[config.mk]
export PLATFORM = sky130hd
export DESIGN_NAME = fft_addr_sequencer
export DESIGN_NICKNAME = d
export VERILOG_FILES = /design/src/rtl/fft_addr_sequencer.sv
export SDC_FILE = /design/constraint.sdc
export NUM_CORES = 1
export LEC_CHECK = 0
export ABC_CLOCK_PERIOD_IN_PS = 6700
export BUFFER_PORTS_ARGS = -buffer_cell sky130_fd_sc_hd__buf_2
export CAP_MARGIN = 20
export CORE_UTILIZATION = 60
export CTS_CLUSTER_SIZE = 28
export DETAILED_ROUTE_END_ITERATION = 16
export MAX_ROUTING_LAYER = met4
export PLACE_DENSITY = 0.81
export SETUP_SLACK_MARGIN = 0.1
export SYNTH_ARGS = -nofsm -noshare
export SYNTH_HDL_FRONTEND = slang
export SYNTH_SLANG_ARGS = --single-unit
[constraint.sdc]
create_clock -name clk -period 6.7 [get_ports clk]
set_input_delay 0.67 -clock clk [delete_from_list [all_inputs] [get_ports clk]]
set_output_delay 0.67 -clock clk [all_outputs]
set_load 0.05 [all_outputs]
[src/rtl/fft_addr_sequencer.sv]
// rtl/fft_addr_sequencer.sv - address/twiddle sequencer for an in-place radix-2 DIT FFT
// Walks every stage, issuing one butterfly request per handshake, with a drain gap between stages.
module fft_addr_sequencer #(
  parameter int ADDR_WIDTH = 13,
  parameter int PIPE_LAT   = 4
) (
  input  logic                            clk,
  input  logic                            rst_n,
  input  logic                            start,
  input  logic                            out_ready,
  output logic                            out_valid,
  output logic [ADDR_WIDTH-1:0]           addr_a,
  output logic [ADDR_WIDTH-1:0]           addr_b,
  output logic [ADDR_WIDTH-2:0]           tw_idx,
  output logic [$clog2(ADDR_WIDTH)-1:0]   stage,
  output logic                            last,
  output logic                            busy,
  output logic                            done
);

  localparam int SW = $clog2(ADDR_WIDTH);
  localparam int CW = ADDR_WIDTH - 1;
  localparam int DW = $clog2(PIPE_LAT + 2);
  localparam logic [SW-1:0] LAST_STAGE = SW'(ADDR_WIDTH - 1);
  localparam logic [DW-1:0] DRAIN_LOAD = DW'(PIPE_LAT);

  typedef enum logic [1:0] {IDLE, ISSUE, DRAIN} state_t;

  state_t                  state, state_n;
  logic [ADDR_WIDTH-1:0]   addr_n, stride, mask, addr_step;
  logic [ADDR_WIDTH-1:0]   stride_n, mask_n;
  logic [CW-1:0]           tw_n;
  logic [SW-1:0]           stage_n;
  logic [CW-1:0]           cnt, cnt_n;
  logic [DW-1:0]           drain, drain_n;
  logic                    done_n, stage_end, issue_n;

  // A group's lower half ends when all bits below the stage bit are set; skip the upper half.
  assign stride    = ADDR_WIDTH'(1) << stage;
  assign mask      = stride - ADDR_WIDTH'(1);
  assign addr_step = addr_a + ADDR_WIDTH'(1) + (((addr_a & mask) == mask) ? stride : '0);

  // Derived outputs are computed from next-state values so they register alongside addr_a.
  assign stride_n = ADDR_WIDTH'(1) << stage_n;
  assign mask_n   = stride_n - ADDR_WIDTH'(1);
  assign tw_n     = CW'((addr_n & mask_n) << (LAST_STAGE - stage_n));
  assign issue_n  = (state_n == ISSUE);

  always_ff @(posedge clk or negedge rst_n) begin
    if (!rst_n) begin
      state     <= IDLE;
      addr_a    <= '0;
      stage     <= '0;
      cnt       <= '0;
      drain     <= '0;
      addr_b    <= '0;
      tw_idx    <= '0;
      last      <= 1'b0;
      out_valid <= 1'b0;
      busy      <= 1'b0;
      done      <= 1'b0;
    end else begin
      state     <= state_n;
      addr_a    <= addr_n;
      stage     <= stage_n;
      cnt       <= cnt_n;
      drain     <= drain_n;
      addr_b    <= issue_n ? (addr_n | stride_n) : '0;
      tw_idx    <= issue_n ? tw_n : '0;
      last      <= issue_n & (&cnt_n);
      out_valid <= issue_n;
      busy      <= (state_n != IDLE);
      done      <= done_n;
    end
  end

  always_comb begin
    state_n   = state;
    addr_n    = addr_a;
    stage_n   = stage;
    cnt_n     = cnt;
    drain_n   = drain;
    done_n    = 1'b0;
    stage_end = 1'b0;
    case (state)
      IDLE: begin
        if (start) begin
          state_n = ISSUE;
          addr_n  = '0;
          stage_n = '0;
          cnt_n   = '0;
        end
      end
      ISSUE: begin
        if (out_ready) begin
          if (&cnt) begin
            addr_n = '0;
            cnt_n  = '0;
            if (PIPE_LAT == 0) begin
              stage_end = 1'b1;
            end else begin
              state_n = DRAIN;
              drain_n = DRAIN_LOAD;
            end
          end else begin
            addr_n = addr_step;
            cnt_n  = cnt + CW'(1);
          end
        end
      end
      DRAIN: begin
        if (drain <= DW'(1)) begin
          stage_end = 1'b1;
        end else begin
          drain_n = drain - DW'(1);
        end
      end
      default: state_n = IDLE;
    endcase
    if (stage_end) begin
      if (stage == LAST_STAGE) begin
        state_n = IDLE;
        stage_n = '0;
        done_n  = 1'b1;
      end else begin
        state_n = ISSUE;
        stage_n = stage + SW'(1);
      end
    end
  end

endmodule

# == Word level (Yosys, flattened, before mapping) ==
# Cells that the tools add are included.
# classes
addsub,8
order_cmp,1
eq_ne,8
n_shift,3
mux,29
bitwise_logic,4
reduce_logical,6
# op_table
op,n
$mux 13,5
$mux 12,4
$and 13x13->13,2
$pmux 13 s2,1
$shl 1x4->13 const A,2
$sub 13x1->13 const B,2
$pmux 12 s2,1
$reduce_and 12->1,2
$mux 4,4
$add 13x1->13 const B,1
$add 13x13->13,1
$eq 13x13->1,1
$or 13x13->13,1
$shl 13x4->12,1
$add 12x1->12 const B,1
$mux 3,3
$mux 2,4
$ne 2x2->1 const B,3
$pmux 2 s3,1
$pmux 3 s2,1
$mux 1,5
$add 4x1->4 const B,1
$eq 2x1->1 const B,2
$eq 4x4->1 const B,1
8 further kinds,9
# totals
regBits,63
input_bits,4
output_inout_bits,46
word_cells,70

# == Logic depth before layout (Yosys ltp) ==
# depth
depth_word,12
mapped_depth,22
mapped_depth_nobuf,21

# == Worst setup path after synthesis ==
# Ideal clock, no wire load.
# synth_timing
path_type,reg2reg
start,register stage[0]
end,register tw_idx[8]
t_arrival_ps,5069
required_time_ps,6618
slack_ps,1549
path_stages_with_launch,23
synth_period_minus_slack_ps,5151
path_cell_list,dfrtp_1 -> inv_1 -> ha_1 -> buf_6 -> nand2_2 -> ha_1 -> nor4b_4 -> a2111oi_4 -> o2111ai_1 -> a2111oi_2 -> o211a_2 -> nand3_1 -> inv_1 -> ha_1 -> nor2b_1 -> o31a_1 -> o21a_1 -> or4_4 -> a311oi_2 -> a31oi_1 -> a211oi_1 -> o21ai_1 -> a31oi_1
# synth_via
elab_chain_len,12
elab_cells_between_ends,24
cone_classes,5 x add/sub; 3 x eq/ne; 3 x shift; 11 x mux; 2 x bitwise
# synth_lines
item,line_no,rtl
start: declaration,15,"output logic [$clog2(ADDR_WIDTH)-1:0] stage,"
start signal: assignment,65,stage <= stage_n;
$shl 1x4->13,39,assign stride = ADDR_WIDTH'(1) << stage;
$sub 13x1->13,40,assign mask = stride - ADDR_WIDTH'(1);
$and 13x13->13,41,assign addr_step = addr_a + ADDR_WIDTH'(1) + (((addr_a & mask) == mask) ? stride : '0);
$eq 13x13->1,41,
$mux 13,41,
$add 13x13->13,41,
$mux 13,96,if (&cnt) begin
$mux 13,95,if (out_ready) begin
$pmux 13 s2,85,case (state)
$and 13x13->13,46,assign tw_n = CW'((addr_n & mask_n) << (LAST_STAGE - stage_n));
$shl 13x4->12,46,
$mux 12 (*),69,tw_idx <= issue_n ? tw_n : '0;
end signal: assignment,69,
end: declaration,14,"output logic [ADDR_WIDTH-2:0] tw_idx,"
# Mark *: on every way between the ends. The rest lies on a longest branch, timed or not.
# A chain may end at the register's enable or synchronous reset.

# == Worst setup path after layout ==
# layout_timing
start,register stage[0]
end,register tw_idx[10]
# layout_via
elab_chain_len,12
elab_cells_between_ends,24
cone_classes,5 x add/sub; 3 x eq/ne; 3 x shift; 11 x mux; 2 x bitwise
# layout_lines
item,line_no,rtl
$shl 1x4->13 (*),39,
$sub 13x1->13,40,
$and 13x13->13,41,
$eq 13x13->1,41,
$mux 13 (*),41,
$add 13x13->13 (*),41,
$mux 13 (*),96,
$mux 13 (*),95,
$pmux 13 s2 (*),85,
net addr_n[8],30,"logic [ADDR_WIDTH-1:0] addr_n, stride, mask, addr_step;"
$and 13x13->13 (*),46,
$shl 13x4->12 (*),46,
$mux 12 (*),69,
# Mark *: on every way through the listed nets, which the timed path passes. The rest lies on a longest branch.

==> results.md <==
- Outcome: completed
- XOR/XNOR share of the synthesized area: 3.54%
- Post-Route Skew: 0.00919 ns
- Mux cell area share after synthesis: 2.00%
- Largest family of logic cells by synthesized area: simple AND/OR/NAND/NOR gates
- Most frequent cells in the layout: dfrtp_1 (63), nor2_1 (55), buf_2 (49)
- Setup TNS: 0 ns
- Die footprint: 8070 um2
- Core Region: 7370 um2
- Setup crit start: stage[0]
- Int Power: 825 uW
- Final core utilization: 69.9%
- Rows: 31
- Ys flop type: dfrtp_1
- Placement-stage worst setup slack: 1.17 ns
- Antenna Nets Post-Route: 0
- Die width: 89.9 um
- Synth Area in Compound Gates: 23.1%
- Largest net degree at the start of global routing: 64
- Synth Area in Adders: 8.27%
- PD cells: 281 nW/um2
- Critical Path, Cell by Cell: inv_1, ha_1, nand2_2, ha_1, nor4b_4, a2111oi_4, o2111ai_1, a2111oi_2, o211a_2, nand3_1, ha_1, fa_1, nor2b_1, o31a_1, o21ai_0, xor2_1, o21ai_0, nand2b_1, a211oi_1, mux2i_1, o22ai_1
- GPL Wtd Cong: 0.946
- Combinational Power Share: 40.2%
- DRT Wirelength: 13000 um
- I/O Pins: 50
- CTS tree: built
- Setup violations, final: 0
- # port buffers: 49
- First-pass GRT wire length: 21300 um
- Sequential share of the synthesized area: 34.0%
- DP HPWL: 9460 um
- Initial core utilization: 62.8%
- Vias per cell: 6.51
- Area growth syn-to-layout: 11.2%
- Worst path required time: 6.96 ns
- Drt drc: 0
- Diodes inserted: 0
- CTS max path bufs: 2
- Sw frac: 42.9%
- Post-synthesis simple-gate area fraction: 23.8%
- Switching power: 620 uW
- CP startpoint kind: flop
- R2R setup slack: 0.95 ns
- Root Buffer: clkbuf_8
- Die Span Y: 89.9 um
- Remaining global-route overflow: 0
- CP endpoint kind: flop
- Kind of critical path: reg2reg
- Leakage: 2.43 nW
- Hold crit path type: in2async
- Reg2Reg Depth: 21
- RSZ-0062 raised after global routing: false
- Syn avg cell area: 8.79 um2
- Crit-path slowest cell: dfrtp_1
- Worst slew margin: 45.3%
- Gate Count Post-Synth: 527
- Critical Path Sink: tw_idx[10]
- EDFF count, synth: 0
- Max-cap violations: 0
- Multi-input logic area: 2810 um2
- CTS buffer count: 9
- Finished Layout Cells: 674
- Syn Std Cell Area: 4630 um2
- Worst r2r dst: tw_idx[10]
- Yosys top cell area share: 34.0%
- Layout Nets: 604
- Worst slew pin tran: 0.820 ns
- WL per Instance: 19.2 um
- Yosys cell types: 85
- Crit path DAT: 6.01 ns
- Top cell type by total area after synthesis: dfrtp_1
- Max Clk Rate: 174 MHz
- Reg clk slew, reported paths: 0.08 ns
- Initial DRC Count: 460
- Most common cell after layout, fill and taps aside: dfrtp_1
- H-tree levels: 3
- Fill cells: 590
- Clk_lat worst skew: 0.35 ns
- Ys Warns: 0
- Synth Register Bits: 63
- Final hold violations: 0
- CP max stage delay: 0.49 ns
- Crit path top cell by count: ha_1
- Initial antenna violation count: 0
- Clock share of power: 26.5%
- Ys async rst share: 100%
- Number of instances in the placed design: 658
- Resized cells post-CTS: 0
- Seq. cell area: 1580 um2
- Peak fanout along the critical path: 15
- VDD IR max: 0.000236 V
- Post-route clock period utilization: 85.9%
- Fin Hold WS: 0.508 ns
- Final Slew Violations: 0
- DP Area: 4920 um2
- Router iterations before antenna repair: 5
- Total Routing Usage GR: 34.1%
- Share of layout cells above drive strength 1: 18.1%
- Final Critical Period: 5.75 ns
- Finished Cell Area: 5150 um2
- Vias in the first global route: 4184
- Seq pwr share: 33.3%
- Synth top area cells: dfrtp_1 (34%), ha_1 (7.8%), nor2_1 (4.5%), o21ai_0 (3.4%), nand2_1 (3.2%)
- # hold bufs at CTS: 0
- Sinks on Clock Net: 63
- Setup Fix Bufs, Post-CTS: 0
- Launching point of the worst reg2reg path: stage[0]
- Power Total: 1.45 mW
- Total number of vias: 4391
- Final setup margin: 0.947 ns
- Syn nets: 561
[state kept, by name, summed over array words and instances (netlist names)]
register / flops
done: 1
drain: 3
stage: 4
busy: 1
last: 1
addr_b: 13
tw_idx: 12
addr_a: 13
out_valid: 1
state: 2
cnt: 12
[layout make-up]
type	count	area share (%)
Timing Repair Buffer	53	5.35
Clock inverter	6	1.82
Inverter	34	2.53
Clock buffer	10	2.67
Tap cell	99	2.41
Sequential cell	63	30.6
Multi-Input combinational cell	409	54.6
[metal layers]
| metal | GRT usage (%) | vias up | routed length [um] |
|---|---|---|---|
| li1 | - | 2022 | - |
| met4 | 7.12 | 0 | 225 |
| met1 | 46.6 | 2123 | 5640 |
| met2 | 53.7 | 216 | 6170 |
| met3 | 5.84 | 30 | 928 |
| met5 | - | - | 0 |
[logic make-up after synthesis]
family                   after synthesis
multiplexers                           9
AND/OR/NAND/NOR                      208
flip-flops                            63
XOR/XNOR                              17
AO/OA/AOI/OAI                        145
buffers and inverters                 55
adder cells (fa/ha/maj)               30
[how the worst min path moves through the flow]
stage               startpoint        end  slack, ns  depth (start not counted)
finish                   rst_n       done       0.51                          2
global route           cnt[11]    cnt[11]       0.53                          1
CTS                    cnt[11]    cnt[11]       0.51                          1
detailed placement     cnt[11]    cnt[11]       0.50                          1
global placement       cnt[11]    cnt[11]       0.50                          1
floorplan                rst_n  addr_a[0]       0.37                          0
[worst max-delay path: cells and delay by family (launching register included)]
kind / cells / cell delay [ns]
adder cells (fa/ha/maj): 4 / 1.44
flip-flops: 1 / 0.49
buffers and inverters: 1 / 0.12
AND/OR/NAND/NOR: 5 / 0.70
XOR/XNOR: 1 / 0.17
multiplexers: 1 / 0.14
AO/OA/AOI/OAI: 9 / 2.58
[cell usage after synthesis (8+ instances only)]
cell type  number
nand4_1         8
a21oi_1        27
o21ai_0        31
a31oi_1        12
xnor2_1        11
nand2_1        39
nor2_1         55
dfrtp_1        63
inv_1          29
nand3_1        22
nor3_1         13
and3_1         13
buf_2           9
nand2b_1        9
ha_1           29
clkbuf_1        8
[power by group through the flow]
stage / registers, mW / logic, mW / clock network (mW)
floorplan: 0.613 / 0.296 / 0
global placement: 0.483 / 0.559 / 0
detailed placement: 0.484 / 0.570 / 0
CTS: 0.479 / 0.574 / 0.383
global route: 0.486 / 0.621 / 0.398
finish: 0.481 / 0.581 / 0.383
Power figures use the tool's default switching activity.
